`src/rtl/image_pattern_gen_pkg.sv`:
```
// Shared definitions for the synthetic image sensor.
//   PIX_W      : pixel data width
//   CNT_W      : width of the col/row/blanking/frame counters
//   S_*        : timing FSM state encodings
//   PAT_*      : test pattern select encodings (mode input)
package image_pattern_gen_pkg;

  localparam int unsigned PIX_W = 12;
  localparam int unsigned CNT_W = 16;

  localparam logic [2:0] S_IDLE   = 3'd0;
  localparam logic [2:0] S_VBLANK = 3'd1;
  localparam logic [2:0] S_LEAD   = 3'd2;
  localparam logic [2:0] S_LINE   = 3'd3;
  localparam logic [2:0] S_HBLANK = 3'd4;
  localparam logic [2:0] S_TRAIL  = 3'd5;

  localparam logic [1:0] PAT_HRAMP = 2'd0;
  localparam logic [1:0] PAT_VRAMP = 2'd1;
  localparam logic [1:0] PAT_CHECK = 2'd2;
  localparam logic [1:0] PAT_DIAG  = 2'd3;

endpackage

```
`src/rtl/image_pattern_pix.sv`:
```
// Combinational test-pattern function.
//   mode : pattern select (PAT_*)
//   col  : column index, low PIX_W bits
//   row  : row index, low PIX_W bits
//   fc   : completed-frame count, low PIX_W bits
//   pix  : pattern value for this (col, row, frame)
// Only the low PIX_W bits of the indices reach this block: every pattern is
// truncated to PIX_W bits, and a modulo-2^PIX_W sum only depends on them.
module image_pattern_pix
  import image_pattern_gen_pkg::*;
(
  input  logic [1:0]       mode,
  input  logic [PIX_W-1:0] col,
  input  logic [PIX_W-1:0] row,
  input  logic [PIX_W-1:0] fc,
  output logic [PIX_W-1:0] pix
);

  always_comb begin
    pix = '0;
    case (mode)
      PAT_HRAMP: pix = col;
      PAT_VRAMP: pix = row;
      PAT_CHECK: pix = (col[3] ^ row[3]) ? '1 : '0;
      PAT_DIAG:  pix = col + row + fc;
      default:   pix = '0;
    endcase
  end

endmodule

```
`src/rtl/image_pattern_gen.sv`:
```
// Synthetic image sensor: drives frame/line valid and 12-bit test-pattern
// pixel data with deterministic timing.
//   clk         : pixel clock
//   reset_n     : asynchronous active-low reset
//   enable      : 1 = generate frames continuously
//   mode        : pattern select, latched at each frame start
//   pix_fv      : frame valid
//   pix_lv      : line valid
//   pix_data    : pixel value, 0 whenever pix_lv is low
//   frame_start : one-cycle pulse on the cycle pix_fv rises
//   frame_count : completed frames, wraps at 0xFFFF
module image_pattern_gen
  import image_pattern_gen_pkg::*;
#(
  parameter int unsigned H_ACTIVE = 640,
  parameter int unsigned H_BLANK  = 16,
  parameter int unsigned V_ACTIVE = 480,
  parameter int unsigned V_BLANK  = 32,
  parameter int unsigned FV_LEAD  = 4,
  parameter int unsigned FV_TRAIL = 4
)
(
  input  logic             clk,
  input  logic             reset_n,
  input  logic             enable,
  input  logic [1:0]       mode,
  output logic             pix_fv,
  output logic             pix_lv,
  output logic [PIX_W-1:0] pix_data,
  output logic             frame_start,
  output logic [CNT_W-1:0] frame_count
);

  logic [2:0]       state_q, state_d;
  logic [CNT_W-1:0] cnt_q,   cnt_d;
  logic [CNT_W-1:0] col_q,   col_d;
  logic [CNT_W-1:0] row_q,   row_d;
  logic [CNT_W-1:0] fc_q,    fc_d;
  logic [1:0]       mode_q,  mode_d;
  logic             fv_q,    fv_d;
  logic             lv_q,    lv_d;
  logic             fs_q,    fs_d;
  logic [PIX_W-1:0] data_q,  data_d;
  logic [PIX_W-1:0] pat_pix;

  // Timing FSM. cnt_q counts cycles spent in the blanking/lead/trail states;
  // col_q is the in-line counter while in S_LINE.
  always_comb begin
    state_d = state_q;
    cnt_d   = cnt_q;
    col_d   = col_q;
    row_d   = row_q;
    fc_d    = fc_q;
    mode_d  = mode_q;
    case (state_q)
      S_IDLE: begin
        if (enable) begin
          state_d = S_VBLANK;
          cnt_d   = '0;
        end
      end
      S_VBLANK: begin
        if (cnt_q == CNT_W'(V_BLANK - 1)) begin
          state_d = S_LEAD;
          cnt_d   = '0;
          mode_d  = mode;
          row_d   = '0;
        end else begin
          cnt_d = cnt_q + 1'b1;
        end
      end
      S_LEAD: begin
        if (cnt_q == CNT_W'(FV_LEAD - 1)) begin
          state_d = S_LINE;
          col_d   = '0;
        end else begin
          cnt_d = cnt_q + 1'b1;
        end
      end
      S_LINE: begin
        if (col_q == CNT_W'(H_ACTIVE - 1)) begin
          cnt_d   = '0;
          state_d = (row_q < CNT_W'(V_ACTIVE - 1)) ? S_HBLANK : S_TRAIL;
        end else begin
          col_d = col_q + 1'b1;
        end
      end
      S_HBLANK: begin
        if (cnt_q == CNT_W'(H_BLANK - 1)) begin
          state_d = S_LINE;
          row_d   = row_q + 1'b1;
          col_d   = '0;
        end else begin
          cnt_d = cnt_q + 1'b1;
        end
      end
      S_TRAIL: begin
        if (cnt_q == CNT_W'(FV_TRAIL - 1)) begin
          fc_d    = fc_q + 1'b1;
          cnt_d   = '0;
          state_d = enable ? S_VBLANK : S_IDLE;
        end else begin
          cnt_d = cnt_q + 1'b1;
        end
      end
      default: state_d = S_IDLE;
    endcase
  end

  // Outputs are decoded from the next state so that the registered bus
  // lines up with the state register on the same cycle.
  always_comb begin
    fv_d   = (state_d == S_LEAD) || (state_d == S_LINE) ||
             (state_d == S_HBLANK) || (state_d == S_TRAIL);
    lv_d   = (state_d == S_LINE);
    fs_d   = (state_d == S_LEAD) && (state_q == S_VBLANK);
    data_d = lv_d ? pat_pix : '0;
  end

  image_pattern_pix u_pix (
    .mode (mode_d),
    .col  (col_d[PIX_W-1:0]),
    .row  (row_d[PIX_W-1:0]),
    .fc   (fc_d[PIX_W-1:0]),
    .pix  (pat_pix)
  );

  always_ff @(posedge clk or negedge reset_n) begin
    if (!reset_n) begin
      state_q <= S_IDLE;
      cnt_q   <= '0;
      col_q   <= '0;
      row_q   <= '0;
      fc_q    <= '0;
      mode_q  <= '0;
      fv_q    <= 1'b0;
      lv_q    <= 1'b0;
      fs_q    <= 1'b0;
      data_q  <= '0;
    end else begin
      state_q <= state_d;
      cnt_q   <= cnt_d;
      col_q   <= col_d;
      row_q   <= row_d;
      fc_q    <= fc_d;
      mode_q  <= mode_d;
      fv_q    <= fv_d;
      lv_q    <= lv_d;
      fs_q    <= fs_d;
      data_q  <= data_d;
    end
  end

  assign pix_fv      = fv_q;
  assign pix_lv      = lv_q;
  assign pix_data    = data_q;
  assign frame_start = fs_q;
  assign frame_count = fc_q;

endmodule
```
`config.mk`:
```
export PLATFORM = sky130hd
export DESIGN_NAME = image_pattern_gen
export DESIGN_NICKNAME = d
export VERILOG_FILES = /design/src/rtl/image_pattern_gen_pkg.sv /design/src/rtl/image_pattern_pix.sv /design/src/rtl/image_pattern_gen.sv
export SDC_FILE = /design/constraint.sdc
export NUM_CORES = 1
export LEC_CHECK = 0
export BUFFER_PORTS_ARGS = -buffer_cell sky130_fd_sc_hd__buf_4
export CAP_MARGIN = 10
export CORE_MARGIN = 2
export CORE_UTILIZATION = 56
export CTS_CLUSTER_SIZE = 20
export DETAILED_ROUTE_END_ITERATION = 8
export HOLD_SLACK_MARGIN = 0.05
export PLACE_DENSITY = 0.75
export SYNTH_ARGS = -nofsm -noshare
export SYNTH_HDL_FRONTEND = slang
export SYNTH_SLANG_ARGS = --single-unit
```
`constraint.sdc`:
```
create_clock -name clk -period 4.9 [get_ports clk]
set_input_delay 0.49 -clock clk [delete_from_list [all_inputs] [get_ports clk]]
set_output_delay 0.49 -clock clk [all_outputs]
set_load 0.02 [all_outputs]
```
==> metrics.md <==
| Metric | Value |
|---|---|
| Row cnt | `35` |
| Worst path required time | `5170 ps` |
| Die Y | `101 um` |
| CTS tree | `yes` |
| Slew headroom | `51.7%` |
| I/O pin count | `36` |
| Seq/Total Area, Yosys | `40.0%` |
| Post-Syn Area | `5260 um2` |
| Final setup viols | `0` |
| Max Root-Sink Buffers | `2` |
| Nets | `686` |
| Largest stage delay, worst path | `470 ps` |
| Finished Cell Area | `6030 um2` |
| Max-slew violation count | `0` |
| Crit path cell chain | `ha_1 > and4b_1 > nand4_1 > buf_4 > a2bb2oi_1 > buf_4 > o21ai_0 > o21ai_1 > xor2_1 > ha_1 > fa_1 > a21o_1 > a21oi_1 > o21ai_0 > o41ai_2 > xor2_1 > nand2_1 > o21ai_0 > a221oi_2` |
| Pre-Repair DR Iteration Count | `4` |
| Number of synthesis warnings | `0` |
| Crit path DAT | `4860 ps` |
| Max-Cap Viols | `0` |
| DR iter-0 viols | `259` |
| GPL Wtd Cong | `0.886` |
| Post-Syn Instances | `601` |
| Ys flop type | `dfrtp_1` |
| Routed Antenna Nets | `0` |
| First-pass GRT wire length | `21500 um` |
| Sequential power share | `38.4%` |
| Hold_buf cts | `0` |
| Placed cells | `749` |
| Tcrit/Tclk final | `93.7%` |
| Total number of vias | `4621` |
| Core footprint | `9150 um2` |
| Synth cell count leaders | `84 x dfrtp_1, 61 x nor2_1, 59 x inv_1` |
| Combinational share of power | `35.9%` |
| Global-route met3 utilization | `3.40%` |
| Worst-path clk slew | `90 ps` |
| Latest clock arrival within the worst-skew pair | `360 ps` |
| Number of global-route vias before repair | `4323` |
| Sw Ratio | `37.9%` |
| Share of cells above drive strength 1 | `14.3%` |
| Fmax | `218 MHz` |
| Syn-to-layout area delta | `14.7%` |
| Largest area contributor in the netlist | `dfrtp_1` |
| CTS sink cnt | `84` |
| Mean post-synth cell area | `8.75 um2` |
| H-tree levels | `3` |
| PwrDens | `357 nW/um2` |
| Routed length per instance | `17.2 um` |
| Worst Setup Start Kind | `flop` |
| Grt peak-use layer | `met2` |
| Crit Path Class | `flop to flop` |
| Status | `finished clean` |
| Fin cells | `770` |
| Post-synth net total | `633` |
| Cell mode on critical path | `o21ai_0` |
| Initial core utilization | `57.4%` |
| Count leader, synth | `dfrtp_1` |
| Final hold viol count | `0` |
| CP Capture Type | `flop` |
| Dpl hpwl | `9940 um` |
| Met2 GRT Util | `44.6%` |
| Total gr overflow | `0` |
| Cell Area, Placed | `5740 um2` |
| Asr flop ratio synth | `100%` |
| Total internal power | `1.33 mW` |
| Worst VDD drop | `0.203 mV` |
| Pin count of the biggest net entering global routing | `46` |
| Critical Path Slowest Stage Cell | `fa_1` |
| Ant. Diodes | `0` |
| Total negative slack | `0 ps` |
| Initial antenna violation count | `0` |
| RSZ-0062 raised after global routing | `false` |
| Switch Pwr | `815 uW` |
| Critical path peak fanout | `7` |
| Post-synth EDFFs | `0` |
| Power share of the clock group | `25.6%` |
| Seq cells post-synth | `84` |
| Final WL | `13300 um` |
| Residual DRC count | `0` |
| # port buffers | `35` |
| Die area | `10200 um2` |
| Met1 Track Usage GR | `37.0%` |
| Fin crit period | `4590 ps` |
| Via-per-instance ratio | `6.00` |
| Worst-Margin Slew | `717 ps` |
| Total CTS buffers | `9` |
| Leak | `2.97 nW` |
| Synth unique cells | `59` |
| Layout Skew | `13.8 ps` |
| Area share of the largest cell type after synthesis | `40.0%` |
| Clock root cell | `clkbuf_8` |
| Die Span X | `101 um` |
| Top cells by area, synth | `dfrtp_1 40%, o21ai_0 5.3%, nor2_1 4.4%` |
| GRT Total Usage | `27.3%` |
| Worst hold path type | `input port to async pin` |
[what timing repair did]
| action | CTS | global route |
|---|---|---|
| buffers inserted | 0 | 5 |
| endpoints found under the setup margin | 0 | 4 |
| hold endpoints to repair | 0 | 0 |
| resized for setup | 0 | 8 |
[critical path, delay by kind of cell, from the launching register on]
family,cells,cell delay (ps)
buffers and inverters,2,400
AOI/OAI and AO/OA,9,1760
DFF,1,420
adders and majority gates,3,1110
and+or+nand+nor,3,520
xor gates and xnor gates,2,290
[cell usage in the layout, fill, tap and decap left out, types with 15 or more instances in the layout]
cell	n
dfrtp_1	83
nor2_1	60
buf_4	60
inv_1	59
o21ai_0	56
nand2_1	51
a21oi_1	24
nand3_1	23
xor2_1	20
ha_1	16
nand4_1	15
[sequential cells by signal (all words and copies together), names as in the netlist]
| signal | cells |
|---|---|
| frame_start | 1 |
| pix_fv | 1 |
| mode_q | 2 |
| pix_lv | 1 |
| pix_data | 12 |
| col_q | 16 |
| state_q | 3 |
| cnt_q | 16 |
| row_q | 16 |
| frame_count | 16 |
[power groups by stage]
stage	clock, mW	sequential (mW)	combinational (mW)
6_report	0.551	0.826	0.773
5_1_grt	0.583	0.837	0.852
4_1_cts	0.562	0.823	0.759
3_5_place_dp	0	0.836	0.755
3_3_place_gp	0	0.833	0.731
2_1_floorplan	0	0.859	0.475
[layer usage]
layer	wire length [um]	part of all wire, %
met1	6100	46
met2	6190	47
met3	615	4.6
met4	348	2.6
met5	0	0
[final cells by class]
type	count	area, um2
well taps	111	139
inverters	61	229
fillers	757	3130
repair buffers	60	450
clock inverters	6	88.8
multi-input cells	438	2890
flip-flops and latches	84	2100
clock buffers	10	128
[kinds of logic after synthesis]
family	count (synthesis)	synth area share [%]
adders and majority gates	27	8.00
DFF	84	40.0
and+or+nand+nor	224	22.2
buffers and inverters	79	5.64
AOI/OAI and AO/OA	151	17.7
muxes	3	0.571
xor gates and xnor gates	33	5.90
[path summary, 6_finish.rpt]
kind | startpoint | to | slack, ps | cells past startpoint
setup reg to reg | cnt_q[0] | pix_data[9] | 310 | 19
min in group clk | frame_count[15] | frame_count[15] | 470 | 1
hold / removal | reset_n | cnt_q[6] | 90 | 1
hold reg to reg | frame_count[15] | frame_count[15] | 470 | 1
max in group asynchronous | reset_n | col_q[2] | 3850 | 2
setup / recovery | cnt_q[0] | pix_data[9] | 310 | 19
[metrics by stage]
stage / hold WS [ps] / util, % / power (mW) / worst slack [ps]
after floorplan: 194 / - / 1.33 / 589
after global placement: 458 / 62.7 / 1.56 / 244
after detailed placement: 467 / 62.7 / 1.59 / 83.2
after CTS: 111 / 65.1 / 2.14 / 12.9
after global routing: 138 / 65.9 / 2.27 / 25.7
final: 85.3 / 65.9 / 2.15 / 307
Note: power is estimated with default switching activity, not from simulation.
